===== config.mk =====
export PLATFORM = sky130hd
export DESIGN_NAME = param_sync_fifo
export DESIGN_NICKNAME = d
export VERILOG_FILES = /design/src/rtl/param_sync_fifo_pkg.sv /design/src/rtl/param_sync_fifo_ram.sv /design/src/rtl/param_sync_fifo.sv
export SDC_FILE = /design/constraint.sdc
export NUM_CORES = 1
export LEC_CHECK = 0
export CORE_MARGIN = 2
export CORE_UTILIZATION = 55
export DETAILED_ROUTE_END_ITERATION = 12
export GPL_TIMING_DRIVEN = 0
export PLACE_DENSITY = 0.72
export SLEW_MARGIN = 20
export SYNTH_ARGS = -nofsm -noshare
export SYNTH_HDL_FRONTEND = slang
export SYNTH_SLANG_ARGS = --single-unit

===== constraint.sdc =====
create_clock -name clk -period 2.6 [get_ports clk]
set_input_delay 0.65 -clock clk [delete_from_list [all_inputs] [get_ports clk]]
set_output_delay 0.65 -clock clk [all_outputs]
set_load 0.01 [all_outputs]

===== src/rtl/param_sync_fifo_pkg.sv =====
// Shared constants and helpers for the param_sync_fifo slice.
// Read mode is chosen by the compile-time macro PARAM_SYNC_FIFO_FWFT_EN.
package param_sync_fifo_pkg;

   localparam int DEF_WIDTH = 8;
   localparam int DEF_DEPTH = 16;

   function automatic int ptr_w(input int depth);
      return $clog2(depth);
   endfunction

   // Occupancy spans 0..DEPTH inclusive, hence one bit wider than a pointer.
   function automatic int cnt_w(input int depth);
      return $clog2(depth) + 1;
   endfunction

   localparam int DEF_CNT_W = cnt_w(DEF_DEPTH);

   typedef enum logic {
      RD_REGISTERED = 1'b0,
      RD_FWFT       = 1'b1
   } rd_mode_e;

`ifdef PARAM_SYNC_FIFO_FWFT_EN
   localparam rd_mode_e RD_MODE = RD_FWFT;
`else
   localparam rd_mode_e RD_MODE = RD_REGISTERED;
`endif

endpackage


===== src/rtl/param_sync_fifo_ram.sv =====
// Simple dual-port storage for param_sync_fifo: synchronous write, read port
// registered or combinational (FWFT, macro PARAM_SYNC_FIFO_FWFT_EN).
module fifo_ram
   import param_sync_fifo_pkg::*;
#(
   parameter int       WIDTH = DEF_WIDTH,
   parameter int       DEPTH = DEF_DEPTH,
   parameter rd_mode_e MODE  = RD_MODE,
   localparam int      AW    = ptr_w(DEPTH)
) (
   input  logic             clk,
   input  logic             rst,
   input  logic             wr_en,
   input  logic [AW-1:0]    wr_addr,
   input  logic [WIDTH-1:0] wr_data,
   input  logic             rd_en,
   input  logic [AW-1:0]    rd_addr,
   output logic [WIDTH-1:0] rd_data
);

   // Contents are never reset; occupancy lives in the controller.
   logic [WIDTH-1:0] r_mem [DEPTH];

   always_ff @(posedge clk) begin
      if (wr_en) r_mem[wr_addr] <= wr_data;
   end

   generate
      if (MODE == RD_FWFT) begin : g_comb_rd
         logic w_unused;
         assign w_unused = &{1'b0, rst, rd_en};
         assign rd_data  = r_mem[rd_addr];
      end else begin : g_reg_rd
         logic [WIDTH-1:0] r_rd_data;
         // Same-address write and read return the old word (read-before-write).
         always_ff @(posedge clk) begin
            if (rst)        r_rd_data <= '0;
            else if (rd_en) r_rd_data <= r_mem[rd_addr];
         end
         assign rd_data = r_rd_data;
      end
   endgenerate

endmodule


===== src/rtl/param_sync_fifo.sv =====
// Synchronous FIFO with registered flags, occupancy count and sticky errors.
// Define PARAM_SYNC_FIFO_FWFT_EN for first-word fall-through reads.
module param_sync_fifo
   import param_sync_fifo_pkg::*;
#(
   parameter int WIDTH     = DEF_WIDTH,
   parameter int DEPTH     = DEF_DEPTH,
   parameter int AFULL_TH  = DEPTH - 2,
   parameter int AEMPTY_TH = 2
) (
   input  logic                     clk,
   input  logic                     rst,
   input  logic                     wr_en,
   input  logic [WIDTH-1:0]         wr_data,
   input  logic                     rd_en,
   output logic [WIDTH-1:0]         rd_data,
   output logic                     rd_valid,
   output logic                     full,
   output logic                     almost_full,
   output logic                     empty,
   output logic                     almost_empty,
   output logic [cnt_w(DEPTH)-1:0]  count,
   output logic                     overflow,
   output logic                     underflow
);

   localparam int AW = ptr_w(DEPTH);
   localparam int CW = cnt_w(DEPTH);

   logic [AW-1:0]    r_wr_ptr, r_rd_ptr;
   logic [CW-1:0]    r_count, w_count_nxt;
   logic             r_full, r_afull, r_empty, r_aempty;
   logic             r_ovf, r_unf;
   logic             w_wa, w_ra;
   logic [WIDTH-1:0] w_ram_rd_data;

   // A read at full frees the slot the simultaneous write lands in.
   assign w_ra = rd_en && !r_empty;
   assign w_wa = wr_en && (!r_full || w_ra);

   always_comb begin
      w_count_nxt = r_count;
      if (w_wa && !w_ra)      w_count_nxt = r_count + CW'(1);
      else if (w_ra && !w_wa) w_count_nxt = r_count - CW'(1);
   end

   always_ff @(posedge clk) begin
      if (rst) begin
         r_wr_ptr <= '0;
         r_rd_ptr <= '0;
         r_count  <= '0;
         r_full   <= 1'b0;
         r_afull  <= 1'b0;
         r_empty  <= 1'b1;
         r_aempty <= 1'b1;
         r_ovf    <= 1'b0;
         r_unf    <= 1'b0;
      end else begin
         if (w_wa) r_wr_ptr <= r_wr_ptr + AW'(1);
         if (w_ra) r_rd_ptr <= r_rd_ptr + AW'(1);
         r_count  <= w_count_nxt;
         r_full   <= (w_count_nxt == CW'(DEPTH));
         r_afull  <= (w_count_nxt >= CW'(AFULL_TH));
         r_empty  <= (w_count_nxt == '0);
         r_aempty <= (w_count_nxt <= CW'(AEMPTY_TH));
         r_ovf    <= r_ovf | (wr_en && !w_wa);
         r_unf    <= r_unf | (rd_en && r_empty);
      end
   end

   fifo_ram #(
      .WIDTH (WIDTH),
      .DEPTH (DEPTH),
      .MODE  (RD_MODE)
   ) u_ram (
      .clk     (clk),
      .rst     (rst),
      .wr_en   (w_wa && !rst),
      .wr_addr (r_wr_ptr),
      .wr_data (wr_data),
      .rd_en   (w_ra),
      .rd_addr (r_rd_ptr),
      .rd_data (w_ram_rd_data)
   );

   generate
      if (RD_MODE == RD_FWFT) begin : g_fwft
         // Mask the head while empty so stale storage never shows on rd_data.
         assign rd_data  = r_empty ? '0 : w_ram_rd_data;
         assign rd_valid = !r_empty;
      end else begin : g_std
         logic r_rd_valid;
         always_ff @(posedge clk) begin
            if (rst) r_rd_valid <= 1'b0;
            else     r_rd_valid <= w_ra;
         end
         assign rd_data  = w_ram_rd_data;
         assign rd_valid = r_rd_valid;
      end
   endgenerate

   assign full         = r_full;
   assign almost_full  = r_afull;
   assign empty        = r_empty;
   assign almost_empty = r_aempty;
   assign count        = r_count;
   assign overflow     = r_ovf;
   assign underflow    = r_unf;

endmodule


### Word-level counts from Yosys, hierarchy flattened

Memory sizes are Yosys's and may differ from the RTL's. A register that Yosys moved wholly into a read port is not among the register bits.
Cells that the tools add are included.

| cells by class | value |
|---|---|
| add/subtract/negate cells | 4 |
| magnitude comparators | 2 |
| bitwise gates (word level) | 2 |
| reduce and logical (&&, ||, !) cells | 14 |
| eq/ne operators | 1 |
| mux-type cells | 4 |

Operators with widths:

| kind | number |
|---|---|
| $mux 5 | 2 |
| $add 4x1->4 const B | 2 |
| $logic_and 1x1->1 | 7 |
| $add 5x1->5 const B | 1 |
| $eq 5x5->1 const B | 1 |
| $ge 5x4->1 const B | 1 |
| $le 5x2->1 const B | 1 |
| $logic_not 1->1 | 5 |
| $logic_not 5->1 | 1 |
| $sub 5x1->5 const B | 1 |
| $mux 1 | 2 |
| $or 1x1->1 | 2 |
| $logic_or 1x1->1 | 1 |

| word-level totals | value |
|---|---|
| input bits | 12 |
| word-level logic and storage cells | 38 |
| memory bits (writable) | 128 |
| memories | 1 |
| register bits | 20 |
| output and inout port bits | 20 |

Memories:

| memory | depth | width | rd ports | clocked after Yosys merged registers in | wr ports | line | RTL |
|---|---|---|---|---|---|---|---|
| u_ram.r_mem | 16 | 8 | 1 | 1 | 1 | param_sync_fifo_ram.sv:22 | `logic [WIDTH-1:0] r_mem [DEPTH];` |

### Depth between registers and ports, before layout

Gate-level depths: netlist of run 1.

| logic depth | value |
|---|---|
| depth in word-level cells | 9 |
| depth in mapped cells | 7 |

### Cells and area by module

A second synthesis of run 1 with hierarchy kept.

| second synthesis, totals | value |
|---|---|
| cells, all modules | 419 |
| area total of the unflattened synthesis | 6309.8 µm² |

By module, submodules not included:

| module | area an instance (µm²) | times used | cells an instance | sequential area each (µm²) |
|---|---|---|---|---|
| fifo_ram | 5343.9 | 1 | 316 | 4003.8 |
| param_sync_fifo | 965.9 | 1 | 103 | 400.4 |

### Worst setup path before layout of run 1

No wires, ideal clock.

| timing | value |
|---|---|
| kind | input -> register |
| start point | input port rd_en |
| end point | memory u_ram.r_mem[0][0] (netlist bit), enable pin |
| library setup time | 0.383 ns |
| stages | 5 |
| path buffers | 0 |
| required time | 2.217 ns |
| arrival time | 2.012 ns |
| setup slack | 0.205 ns |
| path through | nand2b_1 > a21boi_1 > and2_1 > nand2_1 > nor3_1 |

| between the ends | value |
|---|---|
| cells in the longest elaborated chain, start to end | 6 |

Ends and longest elaborated chain:

| item | line | RTL |
|---|---|---|
| start, declared | param_sync_fifo.sv:15 | `input logic rd_en,` |
| $logic_and 1x1->1 | param_sync_fifo.sv:38 | `assign w_ra = rd_en && !r_empty;` |
| $logic_or 1x1->1 | param_sync_fifo.sv:39 | `assign w_wa = wr_en && (!r_full \|\| w_ra);` |
| $logic_and 1x1->1 | param_sync_fifo.sv:39 |  |
| $logic_and 1x1->1 | param_sync_fifo.sv:78 | `.wr_en (w_wa && !rst),` |
| $mux 1 | param_sync_fifo_ram.sv:25 | `if (wr_en) r_mem[wr_addr] <= wr_data;` |
| $mux 1 (not written as such) | param_sync_fifo_ram.sv:25 |  |
| end, declared | param_sync_fifo_ram.sv:22 |  |

Every way passes these cells.

### Final worst setup path of run 1

| timing | value |
|---|---|
| start point | input port rd_en |
| end point | memory u_ram.r_mem[3][5] (netlist bit), enable pin |

The elaborated chain is that of the path after synthesis.

==> results of run 1 <==
==> worst paths after layout <==
| kind | start | slack, ps | endpoint | cells past startpoint |
|---|---|---|---|---|
| worst max-delay path | rd_en | 8 | u_ram.r_mem[3][5] | 7 |
| worst min-delay path | rst | 470 | r_rd_ptr[1] | 2 |
| worst max register to register | empty | 380 | u_ram.r_mem[3][5] | 6 |
| worst min register to register | underflow | 470 | underflow | 2 |
==> worst register-to-register path, cell delays in order (launching register included) <==
cell and delay [ps]:
sky130_fd_sc_hd__dfxtp_1 350, sky130_fd_sc_hd__nand2b_1 270, sky130_fd_sc_hd__a21boi_4 300, sky130_fd_sc_hd__and2_1 270, sky130_fd_sc_hd__nand2_1 300, sky130_fd_sc_hd__nor3_4 290
sky130_fd_sc_hd__buf_12 160
==> repair_timing <==
| action | CTS | global route |
|---|---|---|
| pin swaps | 1 | 6 |
| buffers inserted | 4 | 6 |
| gates resized for setup | 22 | 9 |
| setup endpoints to repair | 128 | 119 |
==> registers in the layout, indices dropped and copies added, names as in the netlist <==
| name | cells |
|---|---|
| u_ram.r_mem | 128 |
| almost_full | 1 |
| r_rd_ptr | 4 |
| r_wr_ptr | 4 |
| overflow | 1 |
| count | 5 |
| almost_empty | 1 |
| u_ram.rd_data | 8 |
| underflow | 1 |
| empty | 1 |
| full | 1 |
| rd_valid | 1 |
==> layer usage <==
layer  up-vias  share of wire  GRT usage
met5         -              0          0
met4         0          0.018    0.08500
met3        17          0.070    0.06476
met2       159           0.50     0.3644
met1      1719           0.41     0.2936
li1       1541              -          -
==> cells by family (layout without fill, tap and decap cells) <==
kind of cell / count (synthesis) / in the layout / share of synthesized area
flops: 156 / 156 / 0.7060
simple gates: 79 / 79 / 0.06297
compound gates: 49 / 49 / 0.05195
mux: 32 / 32 / 0.1264
buf+inv: 24 / 96 / 0.02748
xor+xnor: 8 / 8 / 0.01123
fa+ha+maj: 7 / 7 / 0.01404
==> layout make-up <==
class                           instances  area (um^2)
Sequential cell                       156         4404
Fill cell                             710         3327
Multi-Input combinational cell        175         1812
Timing Repair Buffer                   40        450.4
Clock buffer                           18        429.2
Tap cell                              140        175.2
Clock inverter                         14        166.4
Buffer                                 19        152.6
Inverter                                5        18.77
==> metrics by stage <==
step                      utilization  instances
final                          0.6958        567
after global routing           0.6958        567
after CTS                      0.6830        561
after detailed placement       0.6158        525
after global placement         0.6140        525
after floorplan                     -        355
==> power groups by stage <==
| stage | logic (uW) | registers [uW] | clock network [uW] |
|---|---|---|---|
| 2_1_floorplan | 339 | 2870 | 0 |
| 5_1_grt | 638 | 2810 | 2620 |
| 6_report | 596 | 2810 | 2480 |
| 4_1_cts | 586 | 2810 | 2510 |
| 3_5_place_dp | 562 | 2860 | 0 |
| 3_3_place_gp | 550 | 2850 | 0 |
==> cells in the final DEF, fill, tap and decap left out, drive strengths merged, types with 2 or more instances in the layout <==
master and count:
edfxtp 128, nor2 37, mux4 32, clkdlybuf4s50 30, dfxtp 28, buf 23
clkbuf 22, a21oi 19, a22oi 16, nand2 10, nor3 10, inv 9
ha 7, clkinv 6, xor2 5, nand2b 4, nor2b 4, and2 3
xnor2 3, bufinv 3, a31oi 2, o31ai 2, a211oi 2, o21ai 2
clkdlybuf4s25 2, nand4 2, nor3b 2, o21a 2
==> load_flow_metrics.sql, run 1 <==
INSERT INTO impl_metrics (metric_group, metric, value, unit) VALUES
('clock_network', 'clock_tree_from_tritoncts', 'done', ''),
('floorplan', 'die-width', '110.5', 'um'),
('pwr', 'switching_power_total', '1314', 'uW'),
('timing', 'period_needed', '2592', 'ps'),
('timing', 'total_negative_slack_for_setup_checks', '0', 'ps'),
('floorplan', 'fp.coreArea', '10940', 'um^2'),
('clock_network', 'cts-buffers-inserted', '17', ''),
('placement', 'dpl.hpwl', '8016', 'um'),
('drt', 'drt_pass1_iterations', '5', ''),
('critical_path', 'worst-path-buf-inv', '2', ''),
('global_route', 'grt_pass1_wl', '19960', 'um'),
('synthesis', 'synth_top_cells_by_count', 'sky130_fd_sc_hd__edfxtp_1 (128), sky130_fd_sc_hd__nor2_1 (37), sky130_fd_sc_hd__dfxtp_1 (28)', ''),
('pwr', 'power.total', '5879', 'uW'),
('pwr', 'power_per_cell_area', '772.6', 'nW/um^2'),
('pwr', 'peakVddDrop', '0.6557', 'mV'),
('critical_path', 'worst-endpoint-arrival', '2730', 'ps'),
('clock_network', 'cts-htree-levels', '4', ''),
('critical_path', 'timing.critical_path.to_type', 'register', ''),
('clock_network', 'clock_latency', '420', 'ps'),
('drt', 'drt_iter0_markers', '374', ''),
('synthesis', 'synth.top_cells.by_area', 'sky130_fd_sc_hd__edfxtp_1 (62%), sky130_fd_sc_hd__dfxtp_1 (9.0%), sky130_fd_sc_hd__mux4_1 (7.6%)', ''),
('drt', 'detail_route.wl_per_cell', '23.27', 'um'),
('clock_network', 'clkTransAtPathRegs', '60', 'ps'),
('timing', 'rsz0062_at_grt', 'true', ''),
('finish', 'n_antenna_cell', '0', ''),
('clock_network', 'clock-root-buffer', 'sky130_fd_sc_hd__clkbuf_16', ''),
('finish', 'finalInstanceArea', '7609', 'um^2'),
('synthesis', 'asyncSetResetFlopFracSynth', '0', ''),
('floorplan', 'initial_standard_cell_utilization_of_the_core', '0.5705', ''),
('floorplan', 'num_io_pins', '32', ''),
('finish', 'drive_gt1_frac', '0.2155', ''),
('timing', 'timing_max_transition_violations_final', '0', ''),
('synthesis', 'yosys.cell_types.count', '44', ''),
('drt', 'route.detailed.vias_per_inst', '6.060', ''),
('floorplan', 'die-area', '12210', 'um^2'),
('timing', 'final_hold_fails', '0', ''),
('critical_path', 'crit_path_max_incr_delay', '560', 'ps'),
('critical_path', 'worstPathCellList', 'clkdlybuf4s50_1 -> nand2b_1 -> a21boi_4 -> and2_1 -> nand2_1 -> nor3_4 -> buf_12', ''),
('pwr', 'power.leakage', '0.002492', 'uW'),
('synthesis', 'synth_area', '6238', 'um^2'),
('placement', 'routabilityCongestion', '0.8219', ''),
('critical_path', 'startpoint_type', 'input port', ''),
('critical_path', 'critical_path_required', '2740', 'ps'),
('pwr', 'power.share.sequential', '0.478', ''),
('pwr', 'intPower', '4565', 'uW'),
('placement', 'placed_area', '6734', 'um^2'),
('synthesis', 'syn-instance-count', '355', ''),
('finish', 'areaGrowthSynthToFinish', '21.96', '%'),
('synthesis', 'yosysMostFrequentCell', 'sky130_fd_sc_hd__edfxtp_1', ''),
('clock_network', 'cts_hold_buf', '0', ''),
('critical_path', 'critical_path_peak_fanout', '8', ''),
('job', 'max_capacitance_violation_count', '0', ''),
('finish', 'final_nets', '433', ''),
('synthesis', 'yosys.area.top_type_share', '0.6161', ''),
('synthesis', 'yosysWarnings', '0', ''),
('critical_path', 'timing.critical_path.slowest_stage_cell', 'sky130_fd_sc_hd__clkdlybuf4s50_1', ''),
('pwr', 'comb_power_share', '0.101', ''),
('drt', 'post-route-drc-count', '0', ''),
('synthesis', 'synth-seq-area-share', '0.7060', ''),
('status', 'status', 'complete, no violations', ''),
('pwr', 'share_clk_of_total_power', '0.421', ''),
('synthesis', 'syn_area_per_cell', '17.57', 'um^2'),
('synthesis', 'syn_nets', '374', ''),
('floorplan', 'height_of_the_chip', '110.5', 'um'),
('drt', 'totalWireLength', '13190', 'um'),
('synthesis', 'synth-seq-cells', '156', ''),
('clock_network', 'max-clock-path-buffers', '2', ''),
('synthesis', 'yosysTopAreaCell', 'sky130_fd_sc_hd__edfxtp_1', ''),
('worst_hold_path', 'hold_path_class', 'in2reg', ''),
('synthesis', 'leading_register_cell_type_out_of_synthesis', 'sky130_fd_sc_hd__edfxtp_1', ''),
('placement', 'detailedPlace.worstSlack', '-783.9', 'ps');
No activity file was read; power rests on OpenSTA's default activity.
==> run 2, diff against run 1 <==
ABC_CLOCK_PERIOD_IN_PS = 2600   (was not set)
DONT_BUFFER_PORTS = 1   (was not set)
PLACE_DENSITY = 0.68   (was 0.72)
TNS_END_PERCENT = 1   (was not set)
==> run 2 against run 1 <==
Clock skew rose by 5.2 ps. Clock power barely moved. Core utilization fell by 4.7 points. Design area fell by 6.8%. Non-clock buffer count fell by 39. Wire length fell by 10%. Via count fell by 7.4%. Critical path type is now reg2reg. Largest cell class unchanged.
==> load_flow_metrics.sql, run 2 (synthesis results as in run 1) <==
INSERT INTO impl_metrics (metric_group, metric, value, unit) VALUES
('finish', 'n_antenna_cell', '0', ''),
('drt', 'post-route-drc-count', '0', ''),
('timing', 'worst-slew-pin-transition', '916.8', 'ps'),
('worst_hold_path', 'hold_path_class', 'in2reg', ''),
('drt', 'antenna_violating_nets_post_route', '0', ''),
('timing', 'timing.fmax', '0.3871', 'GHz'),
('clock_network', 'max-clock-path-buffers', '2', ''),
('timing', 'timing.final.setup_violations', '0', ''),
('floorplan', 'die-area', '12210', 'um^2'),
('floorplan', 'height_of_the_chip', '110.5', 'um'),
('drt', 'totalWireLength', '11830', 'um'),
('timing', 'timing_max_transition_violations_final', '0', ''),
('clock_network', 'clock_tree_from_tritoncts', 'done', ''),
('timing', 'post-route-period-util', '0.9936', ''),
('timing', 'clock-skew-final', '10.88', 'ps'),
('critical_path', 'startpoint_type', 'register', ''),
('global_route', 'grt_pass1_vias', '3269', ''),
('clock_network', 'cts_setup_buffers', '0', ''),
('timing', 'period_needed', '2583', 'ps'),
('timing', 'fin_ws', '16.57', 'ps'),
('global_route', 'grt_pass1_wl', '18560', 'um'),
('drt', 'via_count', '3181', ''),
('clock_network', 'cts-buffers-inserted', '17', ''),
('job', 'max_capacitance_violation_count', '0', ''),
('finish', 'areaGrowthSynthToFinish', '13.72', '%'),
('finish', 'drive_gt1_frac', '0.2062', ''),
('global_route', 'grt_antenna_before_repair', '0', ''),
('clock_network', 'clock-root-buffer', 'sky130_fd_sc_hd__clkbuf_16', ''),
('placement', 'placement.io_buffers', '0', ''),
('global_route', 'grt.total_usage', '0.2099', ''),
('floorplan', 'initial_standard_cell_utilization_of_the_core', '0.5705', ''),
('critical_path', 'timing.critical_path.slowest_stage_cell', 'sky130_fd_sc_hd__nor2_1', ''),
('critical_path', 'worst-endpoint-arrival', '2620', 'ps'),
('critical_path', 'crit_path_max_incr_delay', '720', 'ps'),
('placement', 'placed_cells', '496', ''),
('drt', 'drt_pass1_iterations', '4', ''),
('drt', 'route.detailed.vias_per_inst', '6.025', ''),
('timing', 'final_hold_fails', '0', ''),
('finish', 'final_util', '0.6487', ''),
('placement', 'dpl.hpwl', '7635', 'um'),
('drt', 'detail_route.wl_per_cell', '22.41', 'um'),
('pwr', 'power_per_cell_area', '809.7', 'nW/um^2'),
('critical_path', 'critical_path_required', '2640', 'ps'),
('finish', 'final_common_cell', 'sky130_fd_sc_hd__edfxtp_1', ''),
('clock_network', 'clock_latency', '420', 'ps'),
('floorplan', 'die-width', '110.5', 'um'),
('timing', 'rsz0062_at_grt', 'true', ''),
('finish', 'final_cell_count_no_fill', '528', ''),
('finish', 'final_nets', '394', ''),
('floorplan', 'num_io_pins', '32', ''),
('critical_path', 'worstPathCellList', 'nand2b_1 -> a21boi_1 -> and2_1 -> nand2_1 -> nor2_1', ''),
('pwr', 'peakVddDrop', '0.6218', 'mV'),
('global_route', 'pin_count_of_the_biggest_net_entering_global_routing', '17', ''),
('clock_network', 'clkTransAtPathRegs', '60', 'ps'),
('placement', 'routabilityCongestion', '0.8234', ''),
('critical_path', 'timing.critical_path.to_type', 'register', ''),
('finish', 'flip_flop_count_of_the_largest_register_after_layout', '128', ''),
('clock_network', 'clock-sinks', '156', ''),
('global_route', 'gr-total-overflow', '0', ''),
('status', 'status', 'complete, no violations', ''),
('pwr', 'power.leakage', '0.002334', 'uW'),
('placement', 'detailedPlace.worstSlack', '-192.3', 'ps'),
('finish', 'regMostFlops', 'u_ram.r_mem', ''),
('clock_network', 'cts_hold_buf', '0', ''),
('finish', 'mostFrequentLayoutCells', 'sky130_fd_sc_hd__edfxtp_1 (128), sky130_fd_sc_hd__nor2_1 (28), sky130_fd_sc_hd__dfxtp_1 (28), sky130_fd_sc_hd__clkbuf_16 (20), sky130_fd_sc_hd__a21oi_1 (19)', ''),
('clock_network', 'cts-htree-levels', '4', ''),
('drt', 'drt_iter0_markers', '329', ''),
('floorplan', 'floorplan.rows', '38', ''),
('critical_path', 'critical_path_peak_fanout', '8', ''),
('critical_path', 'worst-setup-path-type', 'reg2reg', ''),
('timing', 'timing.max_slew.rel_slack', '0.3866', ''),
('floorplan', 'fp.coreArea', '10940', 'um^2');
-- run 2: changes by cell type in the layout (fill, tap and decap cells not counted), moves of 3 or more --
cell,change
sky130_fd_sc_hd__clkdlybuf4s50_1,-30
sky130_fd_sc_hd__clkbuf_8,+3
sky130_fd_sc_hd__clkbuf_16,+3
sky130_fd_sc_hd__nor2_4,-12
sky130_fd_sc_hd__buf_4,-3
sky130_fd_sc_hd__buf_12,-6
sky130_fd_sc_hd__nor2_2,+9
sky130_fd_sc_hd__nor2_1,+3
-- run 2: layer usage --
metal  GRT usage  share of wire  vias up
met5           0              0        -
met4     0.08667          0.011        0
met3     0.07684          0.080       14
met2      0.3358           0.51      111
met1      0.2613           0.40     1607
li1            -              -     1449
-- run 2: path summary, 6_finish.rpt --
| check | to | cells after the start | slack [ps] | from |
|---|---|---|---|---|
| setup / recovery | u_ram.r_mem[14][0] | 5 | 20 | empty |
| hold / removal | u_ram.r_mem[13][3] | 0 | 320 | wr_data[3] |
| setup reg to reg | u_ram.r_mem[14][0] | 5 | 20 | empty |
| hold reg to reg | underflow | 2 | 540 | underflow |
-- run 2: layout make-up --
cell class / count / area, um^2
sequential: 156 / 4404
fill: 761 / 3841
multi-input combinational: 175 / 1718
clock buffer: 24 / 545.5
tap: 140 / 175.2
buffer: 19 / 152.6
clock inverter: 8 / 72.57
inverter: 5 / 18.77
timing repair buffer: 1 / 7.507
-- run 2: what timing repair did --
item                       CTS  global route
cloned                       0             0
hold endpoints to repair     0             0
resized for setup            1            10
setup endpoints to repair    8           112
-- run 2: through the flow --
stage	setup TNS, ps	instance area [um^2]	total power, uW	hold WS, ps
floorplan	0	6238	3207	502.2
global placement	-20580	6414	3300	522.2
detailed placement	-6663	6441	3315	524.8
CTS	0	7062	5793	308.3
global route	-3918	7094	5942	302.7
finish	0	7094	5744	320.7
-- run 2: worst max-delay path, delay by kind of cell (launching register included) --
family,cells,cell delay (ps)
and+or+nand+nor,4,1390
AOI/OAI and AO/OA,1,430
DFF,1,390
-- run 2: where the power goes --
part	internal, uW	switching, uW	total [uW]
combinational	210	221	432
sequential	2760	69.6	2830
clock	1560	919	2480
==> run 3, diff against run 2 <==
ABC_CLOCK_PERIOD_IN_PS = 3250   (was 2600)
clock period = 3.25 ns   (was 2.6 ns; I/O delays follow)
==> run 3 against run 2 <==
Count of clock-buffer cells in the layout is the same. Flip-flop and latch count is the same. Core utilization shrank 0.32 points. Non-clock buffer count is the same. Wire length grew 0.39%. First-iteration DRC count shrank 10%. Global-route usage is the same. Clock skew shrank 3.3 ps. Largest power group unchanged.
==> load_flow_metrics.sql, run 3 (synthesis results as in run 1) <==
INSERT INTO impl_metrics (metric_group, metric, value, unit) VALUES
('timing', 'hold_ws', '489.5', 'ps'),
('critical_path', 'crit_end', 'u_ram.r_mem[4][2]', ''),
('global_route', 'globalRouteMet3Util', '0.07739', ''),
('pwr', 'power.leakage', '0.002346', 'uW'),
('pwr', 'power_per_cell_area', '650.8', 'nW/um^2'),
('job', 'max_capacitance_violation_count', '0', ''),
('placement', 'routabilityCongestion', '0.8234', ''),
('floorplan', 'floorplan.rows', '38', ''),
('critical_path', 'depth_of_the_worst_register_to_register_path', '5', ''),
('timing', 'worst-slew-pin-transition', '971.3', 'ps'),
('clock_network', 'cts-htree-levels', '4', ''),
('drt', 'route.detailed.vias_per_inst', '6.006', ''),
('critical_path', 'startpoint_type', 'register', ''),
('critical_path', 'launching_point_of_the_worst_reg2reg_path', 'empty', ''),
('global_route', 'groute.layer.met1.usage', '0.2609', ''),
('pwr', 'power.total', '4594', 'uW'),
('clock_network', 'max-clock-path-buffers', '2', ''),
('critical_path', 'critical_path_required', '3280', 'ps'),
('floorplan', 'fp.coreArea', '10940', 'um^2'),
('timing', 'timing.fmax', '0.3798', 'GHz'),
('clock_network', 'clock_tree_from_tritoncts', 'done', ''),
('drt', 'detail_route.wl_per_cell', '22.49', 'um'),
('critical_path', 'critical_path.reg2reg.endpoint', 'u_ram.r_mem[4][2]', ''),
('drt', 'drt_iter0_markers', '295', ''),
('drt', 'antenna_violating_nets_post_route', '0', ''),
('critical_path', 'setup.reg_to_reg.worst_slack', '620', 'ps'),
('pwr', 'peakVddDrop', '0.4983', 'mV'),
('timing', 'period_needed', '2633', 'ps'),
('drt', 'totalWireLength', '11880', 'um'),
('clock_network', 'clock-sinks', '156', ''),
('floorplan', 'num_io_pins', '32', ''),
('timing', 'timing.max_slew.rel_slack', '0.3501', ''),
('global_route', 'grt-busiest-layer', 'met2', ''),
('placement', 'placement.io_buffers', '0', ''),
('finish', 'final_common_cell', 'sky130_fd_sc_hd__edfxtp_1', ''),
('clock_network', 'cts_hold_buf', '0', ''),
('finish', 'areaGrowthSynthToFinish', '13.16', '%'),
('timing', 'total_negative_slack_for_setup_checks', '0', 'ps'),
('global_route', 'pin_count_of_the_biggest_net_entering_global_routing', '17', ''),
('finish', 'n_antenna_cell', '0', ''),
('timing', 'timing.final.setup_violations', '0', ''),
('global_route', 'use_met2', '0.3333', ''),
('finish', 'finalInstanceArea', '7059', 'um^2'),
('timing', 'clock-skew-final', '7.620', 'ps'),
('global_route', 'grt_pass1_wl', '18560', 'um'),
('worst_hold_path', 'hold_path_class', 'in2reg', ''),
('timing', 'final_hold_fails', '0', ''),
('placement', 'placed_area', '6441', 'um^2'),
('timing', 'rsz0062_at_grt', 'false', ''),
('global_route', 'grt_antenna_before_repair', '0', ''),
('placement', 'placed_cells', '496', ''),
('critical_path', 'worst-endpoint-arrival', '2670', 'ps'),
('floorplan', 'initial_standard_cell_utilization_of_the_core', '0.5705', ''),
('finish', 'flip_flop_count_of_the_largest_register_after_layout', '128', ''),
('finish', 'final_nets', '394', ''),
('drt', 'post-route-drc-count', '0', ''),
('critical_path', 'critical_path_peak_fanout', '8', ''),
('finish', 'mostFrequentLayoutCells', 'sky130_fd_sc_hd__edfxtp_1 (128), sky130_fd_sc_hd__nor2_1 (37), sky130_fd_sc_hd__dfxtp_1 (28), sky130_fd_sc_hd__clkbuf_16 (20), sky130_fd_sc_hd__a21oi_1 (19)', ''),
('drt', 'via_count', '3171', ''),
('finish', 'filler_cell_count_in_the_final_layout', '764', ''),
('floorplan', 'die-area', '12210', 'um^2'),
('finish', 'final_cell_count_no_fill', '528', ''),
('worst_hold_path', 'worst_hold_startpoint', 'wr_data[3]', ''),
('status', 'status', 'complete, no violations', ''),
('critical_path', 'timing.critical_path.to_type', 'register', ''),
('clock_network', 'cts-buffers-inserted', '17', ''),
('critical_path', 'cp-startpoint', 'empty', ''),
('critical_path', 'worst-setup-path-type', 'reg2reg', ''),
('floorplan', 'height_of_the_chip', '110.5', 'um'),
('clock_network', 'clock_latency', '420', 'ps'),
('clock_network', 'cts_setup_buffers', '0', ''),
('finish', 'drive_gt1_frac', '0.1830', ''),
('finish', 'regMostFlops', 'u_ram.r_mem', ''),
('timing', 'timing_max_transition_violations_final', '0', ''),
('global_route', 'gr-total-overflow', '0', ''),
('placement', 'dpl.hpwl', '7635', 'um'),
('global_route', 'grt_pass1_vias', '3269', ''),
('clock_network', 'total_of_cells_resized_after_clock_tree_synthesis', '0', ''),
('clock_network', 'clock-root-buffer', 'sky130_fd_sc_hd__clkbuf_16', ''),
('drt', 'drt_pass1_iterations', '4', ''),
('timing', 'post-route-period-util', '0.8102', ''),
('global_route', 'grt.total_usage', '0.2099', ''),
('floorplan', 'die-width', '110.5', 'um'),
('clock_network', 'clkTransAtPathRegs', '60', 'ps');
run 3: area by class of cell:
type                       count  area (um^2)  area share
timing repair buffer           1        7.507    0.001063
inverter                       5        18.77    0.002659
multi-input combinational    175         1683      0.2384
tap                          140        175.2     0.02481
sequential                   156         4404      0.6239
clock buffer                  24        545.5     0.07728
clock inverter                 8        72.57     0.01028
buffer                        19        152.6     0.02162
run 3: worst min-delay path by stage:
stage                               to  slack, ps  depth (start not counted)
detailed placement           underflow        520                          2
global placement              overflow        520                          2
global route        u_ram.r_mem[13][3]        470                          0
CTS                 u_ram.r_mem[13][3]        470                          0
floorplan                    underflow        500                          2
finish              u_ram.r_mem[13][3]        490                          0
run 3: worst max-delay path, cell delays in order, from the launching register on:
cell and delay [ps]:
sky130_fd_sc_hd__dfxtp_1 390, sky130_fd_sc_hd__nand2b_1 250, sky130_fd_sc_hd__a21boi_1 430, sky130_fd_sc_hd__and2_1 270, sky130_fd_sc_hd__nand2_1 150, sky130_fd_sc_hd__nor2_1 780
run 3: routing by layer:
layer | share of wire | up-vias
met2 | 0.49 | 110
met1 | 0.40 | 1589
met3 | 0.091 | 23
met4 | 0.019 | 0
li1 | - | 1449
met5 | 0 | -
run 3: power by group:
| part | switching [uW] | internal, uW | leakage, uW | total [uW] |
|---|---|---|---|---|
| logic | 177 | 168 | 0.000656 | 345 |
| clock network | 734 | 1250 | 0.000308 | 1980 |
| registers | 55.9 | 2210 | 0.00138 | 2270 |
| total | 967 | 3630 | 0.00235 | 4590 |
run 3: metrics by stage:
step	util	setup slack, ps
CTS	0.6455	583.1
detailed placement	0.5890	295.2
finish	0.6455	616.9
global route	0.6455	376.1
global placement	0.5865	-31.15
floorplan	-	692.2
